## config.mk

```make
export PLATFORM = sky130hd
export DESIGN_NAME = dm_slave_arbiter_flat
export DESIGN_NICKNAME = d
export VERILOG_FILES = /design/src/rtl/dm_slave_arbiter_pkg.sv /design/src/rtl/dm_slave_arbiter_if.sv /design/src/rtl/dm_slave_arbiter_resp_pipe.sv /design/src/rtl/dm_slave_arbiter.sv /design/src/flat_wrapper.sv
export SDC_FILE = /design/constraint.sdc
export NUM_CORES = 1
export LEC_CHECK = 0
export ABC_AREA = 1
export CORE_AREA = 2 2 107 109
export DETAILED_ROUTE_END_ITERATION = 12
export DIE_AREA = 0 0 109 111
export HOLD_SLACK_MARGIN = 0.08
export PLACE_DENSITY = 0.73
export SLEW_MARGIN = 20
export SYNTH_ARGS = -nofsm -noshare
export SYNTH_HDL_FRONTEND = slang
export SYNTH_HIERARCHICAL = 1
export SYNTH_SLANG_ARGS = --single-unit
```

## constraint.sdc

```tcl
create_clock -name clk_i -period 3.8 [get_ports clk_i]
set_input_delay 0.76 -clock clk_i [delete_from_list [all_inputs] [get_ports clk_i]]
set_output_delay 0.76 -clock clk_i [all_outputs]
set_load 0.1 [all_outputs]
```

## src/rtl/dm_slave_arbiter_pkg.sv

```systemverilog
// Shared types and the debug-window decode helper for dm_slave_arbiter.
package dm_slave_arbiter_pkg;

    // Owner of a granted request; also the encoding of the last_grant register.
    typedef enum logic {
        OWN_I = 1'b0,
        OWN_D = 1'b1
    } owner_e;

    // One in-flight response slot: valid, who it goes back to, and whether it is a local error.
    typedef struct packed {
        logic   vld;
        owner_e owner;
        logic   err;
    } resp_entry_t;

    // True when addr falls inside [base, base+span). Callers zero-extend to 64 bits so the
    // upper bound cannot wrap for windows ending at the top of a 32-bit address space.
    function automatic logic in_window(input logic [63:0] addr,
                                       input logic [63:0] base,
                                       input logic [63:0] span);
        return (addr >= base) && (addr < (base + span));
    endfunction

endpackage

```

## src/rtl/dm_slave_arbiter_if.sv

```systemverilog
// Bus bundle between the core fabric (I/D ports), the arbiter and the debug slave port.
// Optional macro DM_ARB_LOCK_EN adds the dmem_lock_i signal.
interface dm_slave_arbiter_if #(
    parameter int BusWidth = 32
);
    logic                  imem_req_i;
    logic [BusWidth-1:0]   imem_addr_i;
    logic                  imem_gnt_o;
    logic                  imem_rvalid_o;
    logic [BusWidth-1:0]   imem_rdata_o;
    logic                  imem_err_o;

    logic                  dmem_req_i;
    logic                  dmem_we_i;
    logic [BusWidth-1:0]   dmem_addr_i;
    logic [BusWidth/8-1:0] dmem_be_i;
    logic [BusWidth-1:0]   dmem_wdata_i;
    logic                  dmem_gnt_o;
    logic                  dmem_rvalid_o;
    logic [BusWidth-1:0]   dmem_rdata_o;
    logic                  dmem_err_o;
`ifdef DM_ARB_LOCK_EN
    logic                  dmem_lock_i;
`endif

    logic                  slave_req_o;
    logic                  slave_we_o;
    logic [BusWidth-1:0]   slave_addr_o;
    logic [BusWidth/8-1:0] slave_be_o;
    logic [BusWidth-1:0]   slave_wdata_o;
    logic [BusWidth-1:0]   slave_rdata_i;

    // Environment side: the core's I/D requesters plus the debug slave memory.
    modport master (
        output imem_req_i, imem_addr_i,
        input  imem_gnt_o, imem_rvalid_o, imem_rdata_o, imem_err_o,
        output dmem_req_i, dmem_we_i, dmem_addr_i, dmem_be_i, dmem_wdata_i,
        input  dmem_gnt_o, dmem_rvalid_o, dmem_rdata_o, dmem_err_o,
`ifdef DM_ARB_LOCK_EN
        output dmem_lock_i,
`endif
        input  slave_req_o, slave_we_o, slave_addr_o, slave_be_o, slave_wdata_o,
        output slave_rdata_i
    );

    // Arbiter side.
    modport slave (
        input  imem_req_i, imem_addr_i,
        output imem_gnt_o, imem_rvalid_o, imem_rdata_o, imem_err_o,
        input  dmem_req_i, dmem_we_i, dmem_addr_i, dmem_be_i, dmem_wdata_i,
        output dmem_gnt_o, dmem_rvalid_o, dmem_rdata_o, dmem_err_o,
`ifdef DM_ARB_LOCK_EN
        input  dmem_lock_i,
`endif
        output slave_req_o, slave_we_o, slave_addr_o, slave_be_o, slave_wdata_o,
        input  slave_rdata_i
    );

endinterface

```

## src/rtl/dm_slave_arbiter_resp_pipe.sv

```systemverilog
// Fixed-depth shift register of response entries; depth equals the slave read latency so the
// tail entry lines up with the cycle the slave presents its read data.
module dm_slave_arbiter_resp_pipe
    import dm_slave_arbiter_pkg::*;
#(
    parameter int RdLatency = 1
) (
    input  logic        clk_i,
    input  logic        rst_ni,
    input  resp_entry_t entry_in,
    output resp_entry_t entry_out
);

    resp_entry_t entry_p [RdLatency];

    // Shift one slot per cycle; reset flushes every in-flight response.
    always_ff @(posedge clk_i or negedge rst_ni) begin
        if (!rst_ni) begin
            for (int i = 0; i < RdLatency; i++) begin
                entry_p[i] <= '0;
            end
        end else begin
            entry_p[0] <= entry_in;
            for (int i = 1; i < RdLatency; i++) begin
                entry_p[i] <= entry_p[i-1];
            end
        end
    end

    assign entry_out = entry_p[RdLatency-1];

endmodule

```

## src/rtl/dm_slave_arbiter.sv

```systemverilog
// Round-robin arbiter sharing the debug module's slave port between the core I and D ports.
// Grants are combinational; responses come back RdLatency cycles later to the owning port.
// Requests outside the debug window are granted but answered locally with err=1.
// Optional macro DM_ARB_LOCK_EN: dmem_lock_i keeps the slave reserved for D while it holds it.
module dm_slave_arbiter
    import dm_slave_arbiter_pkg::*;
#(
    parameter int                 BusWidth      = 32,
    parameter logic [BusWidth-1:0] DmBaseAddress = 'h1000,
    parameter logic [BusWidth-1:0] DmAddrSpan    = 'h1000,
    parameter int                 RdLatency     = 1
) (
    input logic              clk_i,
    input logic              rst_ni,
    dm_slave_arbiter_if.slave bus
);

    owner_e              last_grant;
    logic                lock_hold;
    logic                gnt_i;
    logic                gnt_d;
    logic                any_gnt;
    logic                hit;
    logic                fwd;
    logic                rv_i;
    logic                rv_d;
    logic [BusWidth-1:0] addr_sel;
    resp_entry_t         resp_in;
    resp_entry_t         resp_tail;

`ifdef DM_ARB_LOCK_EN
    assign lock_hold = bus.dmem_lock_i && (last_grant == OWN_D);
`else
    assign lock_hold = 1'b0;
`endif

    // Grant selection: a conflict goes to the port that did not win last; a held lock keeps I out.
    // Grants are gated by reset so nothing is accepted while the pipe is being flushed.
    always_comb begin
        gnt_i = 1'b0;
        gnt_d = 1'b0;
        if (rst_ni) begin
            if (lock_hold) begin
                gnt_d = bus.dmem_req_i;
            end else if (bus.imem_req_i && bus.dmem_req_i) begin
                gnt_d = (last_grant == OWN_I);
                gnt_i = (last_grant == OWN_D);
            end else begin
                gnt_i = bus.imem_req_i;
                gnt_d = bus.dmem_req_i;
            end
        end
    end

    // Winner mux and window decode; only in-window winners reach the slave, all fields zero otherwise.
    always_comb begin
        any_gnt           = gnt_i | gnt_d;
        addr_sel          = gnt_d ? bus.dmem_addr_i : bus.imem_addr_i;
        hit               = in_window(64'(addr_sel), 64'(DmBaseAddress), 64'(DmAddrSpan));
        fwd               = any_gnt & hit;
        bus.imem_gnt_o    = gnt_i;
        bus.dmem_gnt_o    = gnt_d;
        bus.slave_req_o   = fwd;
        bus.slave_we_o    = fwd & gnt_d & bus.dmem_we_i;
        bus.slave_addr_o  = fwd ? addr_sel : '0;
        bus.slave_be_o    = !fwd ? '0 : (gnt_d ? bus.dmem_be_i : '1);
        bus.slave_wdata_o = (fwd && gnt_d) ? bus.dmem_wdata_i : '0;
        resp_in.vld       = any_gnt;
        resp_in.owner     = gnt_d ? OWN_D : OWN_I;
        resp_in.err       = any_gnt & ~hit;
    end

    // Remember who won the most recent grant for the next conflict.
    always_ff @(posedge clk_i or negedge rst_ni) begin
        if (!rst_ni) begin
            last_grant <= OWN_I;
        end else if (any_gnt) begin
            last_grant <= gnt_d ? OWN_D : OWN_I;
        end
    end

    dm_slave_arbiter_resp_pipe #(
        .RdLatency (RdLatency)
    ) u_resp_pipe (
        .clk_i     (clk_i),
        .rst_ni    (rst_ni),
        .entry_in  (resp_in),
        .entry_out (resp_tail)
    );

    // Route the tail response to its owner; error responses and the other port see zero data.
    always_comb begin
        rv_i              = resp_tail.vld && (resp_tail.owner == OWN_I);
        rv_d              = resp_tail.vld && (resp_tail.owner == OWN_D);
        bus.imem_rvalid_o = rv_i;
        bus.imem_err_o    = rv_i & resp_tail.err;
        bus.imem_rdata_o  = (rv_i && !resp_tail.err) ? bus.slave_rdata_i : '0;
        bus.dmem_rvalid_o = rv_d;
        bus.dmem_err_o    = rv_d & resp_tail.err;
        bus.dmem_rdata_o  = (rv_d && !resp_tail.err) ? bus.slave_rdata_i : '0;
    end

endmodule

```

## src/flat_wrapper.sv

```systemverilog
// flat-port wrapper written by rule: the top's interface ports become plain ports
module dm_slave_arbiter_flat import dm_slave_arbiter_pkg::*;
#(
    parameter int                 BusWidth      = 32,
    parameter logic [BusWidth-1:0] DmBaseAddress = 'h1000,
    parameter logic [BusWidth-1:0] DmAddrSpan    = 'h1000,
    parameter int                 RdLatency     = 1
)
  (clk_i, rst_ni, bus_imem_req_i, bus_imem_addr_i, bus_imem_gnt_o, bus_imem_rvalid_o, bus_imem_rdata_o, bus_imem_err_o, bus_dmem_req_i, bus_dmem_we_i, bus_dmem_addr_i, bus_dmem_be_i, bus_dmem_wdata_i, bus_dmem_gnt_o, bus_dmem_rvalid_o, bus_dmem_rdata_o, bus_dmem_err_o, bus_slave_req_o, bus_slave_we_o, bus_slave_addr_o, bus_slave_be_o, bus_slave_wdata_o, bus_slave_rdata_i);
  dm_slave_arbiter_if #(.BusWidth(BusWidth)) bus_i ();
  input logic clk_i;
  input logic rst_ni;
  input wire logic [$bits(bus_i.imem_req_i)-1:0] bus_imem_req_i;
  input wire logic [$bits(bus_i.imem_addr_i)-1:0] bus_imem_addr_i;
  output wire logic [$bits(bus_i.imem_gnt_o)-1:0] bus_imem_gnt_o;
  output wire logic [$bits(bus_i.imem_rvalid_o)-1:0] bus_imem_rvalid_o;
  output wire logic [$bits(bus_i.imem_rdata_o)-1:0] bus_imem_rdata_o;
  output wire logic [$bits(bus_i.imem_err_o)-1:0] bus_imem_err_o;
  input wire logic [$bits(bus_i.dmem_req_i)-1:0] bus_dmem_req_i;
  input wire logic [$bits(bus_i.dmem_we_i)-1:0] bus_dmem_we_i;
  input wire logic [$bits(bus_i.dmem_addr_i)-1:0] bus_dmem_addr_i;
  input wire logic [$bits(bus_i.dmem_be_i)-1:0] bus_dmem_be_i;
  input wire logic [$bits(bus_i.dmem_wdata_i)-1:0] bus_dmem_wdata_i;
  output wire logic [$bits(bus_i.dmem_gnt_o)-1:0] bus_dmem_gnt_o;
  output wire logic [$bits(bus_i.dmem_rvalid_o)-1:0] bus_dmem_rvalid_o;
  output wire logic [$bits(bus_i.dmem_rdata_o)-1:0] bus_dmem_rdata_o;
  output wire logic [$bits(bus_i.dmem_err_o)-1:0] bus_dmem_err_o;
  output wire logic [$bits(bus_i.slave_req_o)-1:0] bus_slave_req_o;
  output wire logic [$bits(bus_i.slave_we_o)-1:0] bus_slave_we_o;
  output wire logic [$bits(bus_i.slave_addr_o)-1:0] bus_slave_addr_o;
  output wire logic [$bits(bus_i.slave_be_o)-1:0] bus_slave_be_o;
  output wire logic [$bits(bus_i.slave_wdata_o)-1:0] bus_slave_wdata_o;
  input wire logic [$bits(bus_i.slave_rdata_i)-1:0] bus_slave_rdata_i;
  assign bus_i.imem_req_i = bus_imem_req_i;
  assign bus_i.imem_addr_i = bus_imem_addr_i;
  assign bus_imem_gnt_o = bus_i.imem_gnt_o;
  assign bus_imem_rvalid_o = bus_i.imem_rvalid_o;
  assign bus_imem_rdata_o = bus_i.imem_rdata_o;
  assign bus_imem_err_o = bus_i.imem_err_o;
  assign bus_i.dmem_req_i = bus_dmem_req_i;
  assign bus_i.dmem_we_i = bus_dmem_we_i;
  assign bus_i.dmem_addr_i = bus_dmem_addr_i;
  assign bus_i.dmem_be_i = bus_dmem_be_i;
  assign bus_i.dmem_wdata_i = bus_dmem_wdata_i;
  assign bus_dmem_gnt_o = bus_i.dmem_gnt_o;
  assign bus_dmem_rvalid_o = bus_i.dmem_rvalid_o;
  assign bus_dmem_rdata_o = bus_i.dmem_rdata_o;
  assign bus_dmem_err_o = bus_i.dmem_err_o;
  assign bus_slave_req_o = bus_i.slave_req_o;
  assign bus_slave_we_o = bus_i.slave_we_o;
  assign bus_slave_addr_o = bus_i.slave_addr_o;
  assign bus_slave_be_o = bus_i.slave_be_o;
  assign bus_slave_wdata_o = bus_i.slave_wdata_o;
  assign bus_i.slave_rdata_i = bus_slave_rdata_i;
  dm_slave_arbiter #(.BusWidth(BusWidth), .DmBaseAddress(DmBaseAddress), .DmAddrSpan(DmAddrSpan), .RdLatency(RdLatency)) u_core (.clk_i(clk_i), .rst_ni(rst_ni), .bus(bus_i));
endmodule
```

* Yosys cells after proc, flatten, opt, wreduce, memory -nomap -nowiden *
Index checks and enable logic that the tools add are counted.

word-level totals
  register bits after elaboration = 4
  input port bits = 137
  output and inout port bits = 140

cells by class
  $lt $le $gt $ge = 2
  multiplexer cells = 12
  bitwise operators = 10
  reduce and logical (&&, ||, !) cells = 8

operator list
  cell                                                                  count
  2-to-1 mux 32 bit                                                     5
  greater-or-equal comparator 32 x 13 -> 1 bit (second input constant)  1
  < comparator 32 x 14 -> 1 bit (second input constant)                 1
  2-to-1 mux 4 bit                                                      2
  logical AND 1 bit                                                     7
  AND 1 bit                                                             6
  2-to-1 mux 1 bit                                                      5
  inverter 1 bit                                                        3
  zero test 1 bit                                                       1
  OR 1 bit                                                              1

* Longest topological paths before layout *
Gate-level depths: netlist of run 1.

  depth in word-level cells = 9
  gate-level depth with buffers = 13

* By module *
Netlist of run 1, hierarchy kept.

by module, submodules not included
  module                      times used  cells an instance  area an instance (sq um)
  dm_slave_arbiter            1           381                1,752.9
  dm_slave_arbiter_resp_pipe  1           3                  75.1

* Least setup slack after synthesis of run 1 *
Ideal clock, no wire load.

  path type = input to output
  start point = input rst_ni
  end point = output bus_slave_addr_o[10]
  data arrival time = 4.247 ns
  data required time = 3.040 ns
  slack = -1.207 ns
  stages on the path = 7
  cells stage by stage = nand2_1 > a21oi_1 > nor2_1 > inv_1 > nand3_4 > buf_2 > nor2_1

RTL lines
  element                   RTL line                RTL
  start: declaration        flat_wrapper.sv:12      input logic rst_ni;
  2-to-1 mux 1 bit          dm_slave_arbiter.sv:42  if (rst_ni) begin
  named net bus_imem_gnt_o  flat_wrapper.sv:15      output wire logic [$bits(bus_i.imem_gnt_o)-1:0] bus_imem_gnt_o;
  OR 1 bit                  dm_slave_arbiter.sv:57  any_gnt = gnt_i | gnt_d;
  named net u_core.any_gnt  dm_slave_arbiter.sv:22  logic any_gnt;
  AND 1 bit                 dm_slave_arbiter.sv:60  fwd = any_gnt & hit;
  2-to-1 mux 32 bit         dm_slave_arbiter.sv:65  bus.slave_addr_o = fwd ? addr_sel : '0;
  end: declaration          flat_wrapper.sv:30      output wire logic [$bits(bus_i.slave_addr_o)-1:0] bus_slave_addr_o;

The timed path passes the listed nets, and every way through them passes these cells.

* Worst setup path in the final report of run 1 *
  start point = input bus_imem_req_i
  end point = output bus_slave_wdata_o[13]

on the way
  cells in the longest elaborated chain, start to end = 9

RTL lines
  element                                                                                        RTL line                    RTL
  start: declaration                                                                             flat_wrapper.sv:13          input wire logic [$bits(bus_i.imem_req_i)-1:0] bus_imem_req_i;
  logical AND 1 bit                                                                              dm_slave_arbiter.sv:45      end else if (bus.imem_req_i && bus.dmem_req_i) begin
  2-to-1 mux 1 bit                                                                               dm_slave_arbiter.sv:45
  2-to-1 mux 1 bit                                                                               dm_slave_arbiter.sv:42
  2-to-1 mux 32 bit                                                                              dm_slave_arbiter.sv:58      addr_sel = gnt_d ? bus.dmem_addr_i : bus.imem_addr_i;
  greater-or-equal comparator 32 x 13 -> 1 bit or < comparator 32 x 14 -> 1 bit (tied branches)  dm_slave_arbiter_pkg.sv:22  return (addr >= base) && (addr < (base + span));
  logical AND 1 bit                                                                              dm_slave_arbiter_pkg.sv:22
  AND 1 bit                                                                                      dm_slave_arbiter.sv:60
  logical AND 1 bit *                                                                            dm_slave_arbiter.sv:67      bus.slave_wdata_o = (fwd && gnt_d) ? bus.dmem_wdata_i : '0;
  2-to-1 mux 32 bit *                                                                            dm_slave_arbiter.sv:67
  end: declaration                                                                               flat_wrapper.sv:32          output wire logic [$bits(bus_i.slave_wdata_o)-1:0] bus_slave_wdata_o;

Mark *: on every way between the ends. The rest lies on a longest branch, timed or not.

==> results.tsv, run 1 <==
metric	value	unit
Detail Route Antenna Nets	0	
CTS buffer count	3	
Yosys reg bits	4	
worst hold-check path type	reg2reg	
Clock Latency Late Sink	220	ps
CP Launch Type	input port	
crit-path cells	clkdlybuf4s50_1 > nand2_2 > buf_4 > nand3b_1 > nand2_1 > nand2_1 > nor2_1 > nand2_1 > nor2_4 > nand4_4 > buf_12 > nor2_2 > buf_12	
DR DRC count	0	
combinational group share of total power	75.7	%
Yosys top cell area share	19.7	%
layout cell share with drive strength beyond 1	30.1	%
ys flop type	dfrtp_1	
Buf+Inv Stages, Crit Path	4	
WL/cell	11.5	um
Cell Int Power	391	uW
largest net degree at the start of global routing	34	
Post-DP HPWL	7.74	mm
number of fillers in the final layout	1117	
core footprint	0.0111	mm2
Clock Skew	0.807	ps
initial core utilization	16.5	%
pre-CTS WS	-116	ps
Core Util, Final	45.1	%
first-pass iteration count of the detailed router	4	
H-tree Lvls	1	
Post-Syn Area per Cell	4.76	um2
Vias/cell	3.72	
initial antenna violation count	0	
slowest CP cell	clkdlybuf4s50_1	
final setup vio count	0	
Slowest Stage Delay on Critical Path	450	ps
WP data arrival	2910	ps
Worst-path clk slew	30	ps
DIE AREA	0.0121	mm2
Netlist cell types	22	
PwrDens	177	mW/mm2
Final Hold Viols	0	
Post-Syn Area	0.00183	mm2
number of synthesized flops with an enable pin	0	
post-synthesis cell count	384	
Slew Limit Fails	0	
Adder-Cell Fraction of Synth Area	0	%
relative slew slack	27.6	%
Placed Area	0.00485	mm2
synth top area cells	nand2_1, nor2_1, inv_1, nor2_2, buf_4	
Psw	492	uW
CTS tree	yes	
Max Clk Rate	273	MHz
# IOs	277	
RePlAce Congestion	0.801	
Synth Area in Compound Gates	1.37	%
Peak VDD IR	155	uV
Sink Count	4	
dpl cells	773	
CP required	3040	ps
vias in the first global route	2703	
number of port buffers	257	
sequential area share after synthesis	5.48	%
CTS root buffer	clkbuf_16	
GRT Util Overall	13.9	%
Rows	39	
leakage	2.64	nW
Min Clock Period, post-route	3670	ps
unrepaired setup endpoints after global routing	true	
outcome	finished clean	
Warnings, synthesis	6	
cell taking the most area after synthesis	nand2_1	
main combinational cell family by area after synthesis	simple AND/OR/NAND/NOR gates	
Switching Fraction	55.7	%
Seq pwr share	6.0	%
diodes inserted	0	
Clock Power Share	18.3	%
Post-synth top cells	nand2_1, nor2_1, inv_1, nor2_2, buf_4	
post-route setup slack	135	ps
Synth Area in Simple Gates	58.6	%
Worst-Margin Slew	1080	ps
Design Area, Final	0.00500	mm2
first-pass GRT wire length	13.6	mm
Crit Path Class	in2out	
hold buffer count at cts	0	
Iter 0 DRT Violations	126	
final net count	774	
XOR/XNOR share of the synthesized area	0	%
CP max FO	33	
Post-Layout Cell Count	778	
CP top delay family	simple AND/OR/NAND/NOR gates	
ys async rst share	100	%
most used cell, CP	nand2_1	
mux share of post-synthesis cell area	0	%
CP Capture Type	primary output	
Post-Route WL	8.91	mm
CTS Buffer Depth	2	
Synth-to-Final Area Change	173	%
GRT overflow	0	
Die W	109	um
via count	2896	
period utilization	96.5	%
Die H	111	um
number of max-cap violations	0	
## state kept, by name, summed over array words and instances (netlist names)
signal,count
u_core/last_grant,1
u_core/u_resp_pipe/entry_out,3
## power groups by stage
stage | sequential (mW) | combinational [mW] | clock [mW]
after CTS | 0.0529 | 0.667 | 0.164
after detailed placement | 0.0534 | 0.664 | 0
after global routing | 0.0534 | 0.707 | 0.167
after global placement | 0.0532 | 0.663 | 0
after floorplan | 0.0509 | 0.466 | 0
final | 0.0529 | 0.668 | 0.162
## repair_timing
| action | in CTS | in global routing |
|---|---|---|
| pin swaps | 0 | 1 |
| buffers inserted | 2 | 0 |
| resized for setup | 2 | 8 |
| endpoints found under the setup margin | 45 | 46 |
## stage by stage
step,hold WS [ps],setup TNS [ps],power (mW)
after floorplan,464,-430,0.517
after global placement,615,-399,0.716
after detailed placement,629,-1170,0.718
after CTS,637,0,0.884
after global routing,656,-7.71,0.928
final,639,0,0.882
## worst min-delay path: stages, from the launching register on
cell,delay (ps)
dfrtp_1,380
inv_1,110
o21ai_0,100
## cell type report
type	instances	area, um2	area share (%)
clock buffer	3	75.1	1.50
inverter	97	367	7.33
multi-input combinational	265	1260	25.2
tap	143	179	3.58
sequential	4	100	2.00
timing repair buffer	266	3020	60.4
## path summary, 6_finish.rpt
path                                                from                                         to  slack [ps]  depth (start not counted)
setup / recovery                          bus_imem_req_i                      bus_slave_wdata_o[13]         130                         13
hold / removal             u_core/last_grant$_DFFE_PN0P_              u_core/last_grant$_DFFE_PN0P_         640                          2
setup reg to reg           u_core/last_grant$_DFFE_PN0P_  u_core/u_resp_pipe/entry_out[0]$_DFF_PN0_        2220                          9
hold reg to reg            u_core/last_grant$_DFFE_PN0P_              u_core/last_grant$_DFFE_PN0P_         640                          2
max in group asynchronous                         rst_ni  u_core/u_resp_pipe/entry_out[0]$_DFF_PN0_        2820                          2
min in group asynchronous                         rst_ni              u_core/last_grant$_DFFE_PN0P_         870                          2
## routing by layer
layer | GRT usage, % | routed length (um)
met1 | 17.0 | 3510
met2 | 25.4 | 4570
met3 | 2.82 | 784
met4 | 1.88 | 55
met5 | 0 | 0
## kinds of logic (layout without fill, tap and decap cells)
family	Yosys count	in the layout
AOI/OAI and AO/OA	5	5
buffers and inverters	133	366
DFF	4	4
other	1	19
and+or+nand+nor	241	241
## cells in the final DEF (no fill, tap or decap)
master	netlist	routed
nor2b_1	1	1
clkbuf_16	0	3
nand2_2	3	2
nor2_1	96	77
inv_1	95	95
nand2_1	96	96
nand3_1	3	3
dfrtp_1	4	4
a21oi_1	3	2
conb_1	1	19
nor2_2	30	45
nand3b_1	6	6
buf_4	19	74
clkdlybuf4s50_1	0	138
nor3_1	1	1
buf_12	0	54
nor2_4	3	7
nand2_8	0	1
o21ai_0	2	2
inv_4	1	1
nand3_4	1	1
inv_2	1	1
nand4_4	1	1
a21oi_4	0	1
Power figures use the tool's default switching activity.
==> run 2, diff against run 1 <==
--- a/config.mk
+++ b/config.mk
@@ -6,6 +6,7 @@
 export NUM_CORES = 1
 export LEC_CHECK = 0
 export ABC_AREA = 1
+export CAP_MARGIN = 30
 export CORE_AREA = 2 2 107 109
 export DETAILED_ROUTE_END_ITERATION = 12
 export DIE_AREA = 0 0 109 111
==> run 2 against run 1 <==
Via count hardly changed. Global-route usage up 0.12 points. Fmax increased by 0.40%. Critical path depth down 1. Clock skew decreased by 0.61 ps. Sequential power decreased by 0.8%. Register-to-register slack improved by 50 ps. Sequential share of layout area hardly changed.
==> results.tsv, run 2 (synthesized netlist as in run 1, its figures left out) <==
metric	value	unit	change
Iter 0 DRT Violations	122		was 126
initial core utilization	16.5	%	unchanged
Peak VDD IR	153	uV	was 155 uV
Post-DP HPWL	7.91	mm	was 7.74 mm
Psw	492	uW	about the same
diodes inserted	0		unchanged
Min Clock Period, post-route	3650	ps	was 3670 ps
Slew Limit Fails	0		unchanged
hold buffer count at cts	0		unchanged
Sink Count	4		unchanged
worst hold-check path type	reg2reg		unchanged
CTS buffer count	3		unchanged
GRT Util Overall	14.1	%	was 13.9%
hold_sp	u_core/last_grant$_DFFE_PN0P_		unchanged
Largest register FFs	3		unchanged
Clock Latency Late Sink	220	ps	about the same
Worst-Margin Slew	974	ps	was 1080 ps
Detail Route Antenna Nets	0		unchanged
Synth-to-Final Area Change	176	%	was 173%
Die W	109	um	unchanged
Post-Route WL	8.97	mm	was 8.91 mm
RePlAce Congestion	0.801		unchanged
Rows	39		unchanged
Seq pwr share	5.9	%	was 6.0%
hold path depth	2		unchanged
commonest non-fill, non-tap cell in the layout	clkdlybuf4s50_1		unchanged
Max Clk Rate	274	MHz	was 273 MHz
first-pass GRT wire length	13.6	mm	about the same
Crit Path Class	in2out		unchanged
leakage	2.67	nW	was 2.64 nW
most frequent cells in the layout	clkdlybuf4s50_1, nand2_1, inv_1		unchanged
final net count	778		was 774
number of max-cap violations	0		unchanged
r2r setup slk	2270	ps	was 2220 ps
vias in the first global route	2728		was 2703
Core Util, Final	45.5	%	was 45.1%
number of fillers in the final layout	1112		was 1117
CP max FO	33		unchanged
CP required	3040	ps	about the same
final setup vio count	0		unchanged
WL/cell	11.5	um	about the same
unrepaired setup endpoints after global routing	true		unchanged
H-tree Lvls	1		unchanged
combinational group share of total power	75.8	%	was 75.7%
period utilization	96.1	%	was 96.5%
layout cell share with drive strength beyond 1	30.5	%	was 30.1%
Final Hold Viols	0		unchanged
reg-to-reg startpoint	u_core/last_grant$_DFFE_PN0P_		unchanged
Cell Int Power	395	uW	was 391 uW
Clock Skew	0.192	ps	was 0.807 ps
DIE AREA	0.0121	mm2	unchanged
outcome	finished clean		unchanged
DR DRC count	0		unchanged
PwrDens	176	mW/mm2	was 177 mW/mm2
Vias/cell	3.70		was 3.72
Worst-path clk slew	30	ps	about the same
first-pass iteration count of the detailed router	4		unchanged
pre-CTS WS	-94.7	ps	was -116 ps
post-route setup slack	149	ps	was 135 ps
Switching Fraction	55.5	%	was 55.7%
CP Capture Type	primary output		unchanged
# IOs	277		unchanged
CTS tree	yes		unchanged
Clock Power Share	18.3	%	about the same
number of port buffers	257		unchanged
WP data arrival	2890	ps	was 2910 ps
relative slew slack	34.8	%	was 27.6%
core footprint	0.0111	mm2	unchanged
hold endpoint	u_core/last_grant$_DFFE_PN0P_		unchanged
initial antenna violation count	0		unchanged
CTS Buffer Depth	2		unchanged
r2r endpoint	u_core/u_resp_pipe/entry_out[0]$_DFF_PN0_		unchanged
worst r2r path cells	9		unchanged
Die H	111	um	unchanged
CP Launch Type	input port		unchanged
CTS root buffer	clkbuf_16		unchanged
largest net degree at the start of global routing	34		unchanged
GRT overflow	0		unchanged
via count	2895		was 2896
==> run 2: cell count changes in the layout (fill, tap and decap cells not counted), sizes merged <==
| cell | before | now |
|---|---|---|
| buf | 128 | 132 |
==> run 2: repair_timing <==
action / in CTS / in global routing
pin swaps: 0 / 0
hold endpoints to repair: 0 / 0
setup buffers: 4 / 0
setup endpoints to repair: 32 / 33
resized for setup: 2 / 5
==> run 2: worst max path at each step <==
stage / start / cells after the start / end / slack, ps
floorplan: rst_ni / 6 / bus_slave_wdata_o[0] / -90
global placement: rst_ni / 11 / bus_slave_addr_o[2] / -70
detailed placement: rst_ni / 11 / bus_slave_be_o[3] / -90
CTS: rst_ni / 12 / bus_slave_we_o / 90
global route: bus_imem_req_i / 14 / bus_slave_wdata_o[24] / -9
finish: rst_ni / 12 / bus_slave_wdata_o[24] / 150
==> run 2: critical path: stages <==
cell and delay (ps):
clkdlybuf4s50_1 500, nand2_2 100, inv_4 140, nand2_8 120, o21ai_0 150, nor2b_1 140
nand2_1 90, nor2_4 180, nand4_4 110, buf_12 210, nor2_2 170, buf_12 190
==> run 2: stage by stage <==
stage,power [mW],hold slack (ps),std cells,cell area (um2),TNS [ps]
after CTS,0.890,647,782,5020,0
after floorplan,0.517,464,402,1950,-430
after global placement,0.716,615,773,4850,-399
after global routing,0.934,677,782,5040,-19.5
after detailed placement,0.723,630,775,4890,-591
final,0.887,643,782,5040,0
==> run 2: power groups by stage <==
stage / registers, mW / logic (mW) / clock network, mW
4_1_cts: 0.0529 / 0.673 / 0.164
3_5_place_dp: 0.0534 / 0.670 / 0
6_report: 0.0525 / 0.672 / 0.162
3_3_place_gp: 0.0532 / 0.663 / 0
2_1_floorplan: 0.0509 / 0.466 / 0
5_1_grt: 0.0533 / 0.712 / 0.169
==> run 2: cell type report <==
cell class	instances	area (um2)	share of cell area, %
clock buffer	3	75.1	1.49
timing repair buffer	270	3080	61.0
multi-input combinational	265	1240	24.7
sequential	4	100	1.99
inverter	97	367	7.27
tap	143	179	3.55
==> run 2: routing by layer <==
layer	global-route usage (%)	routed length, um
met2	25.5	4570
met4	2.82	141
met5	0	0
met1	16.4	3390
met3	3.59	866
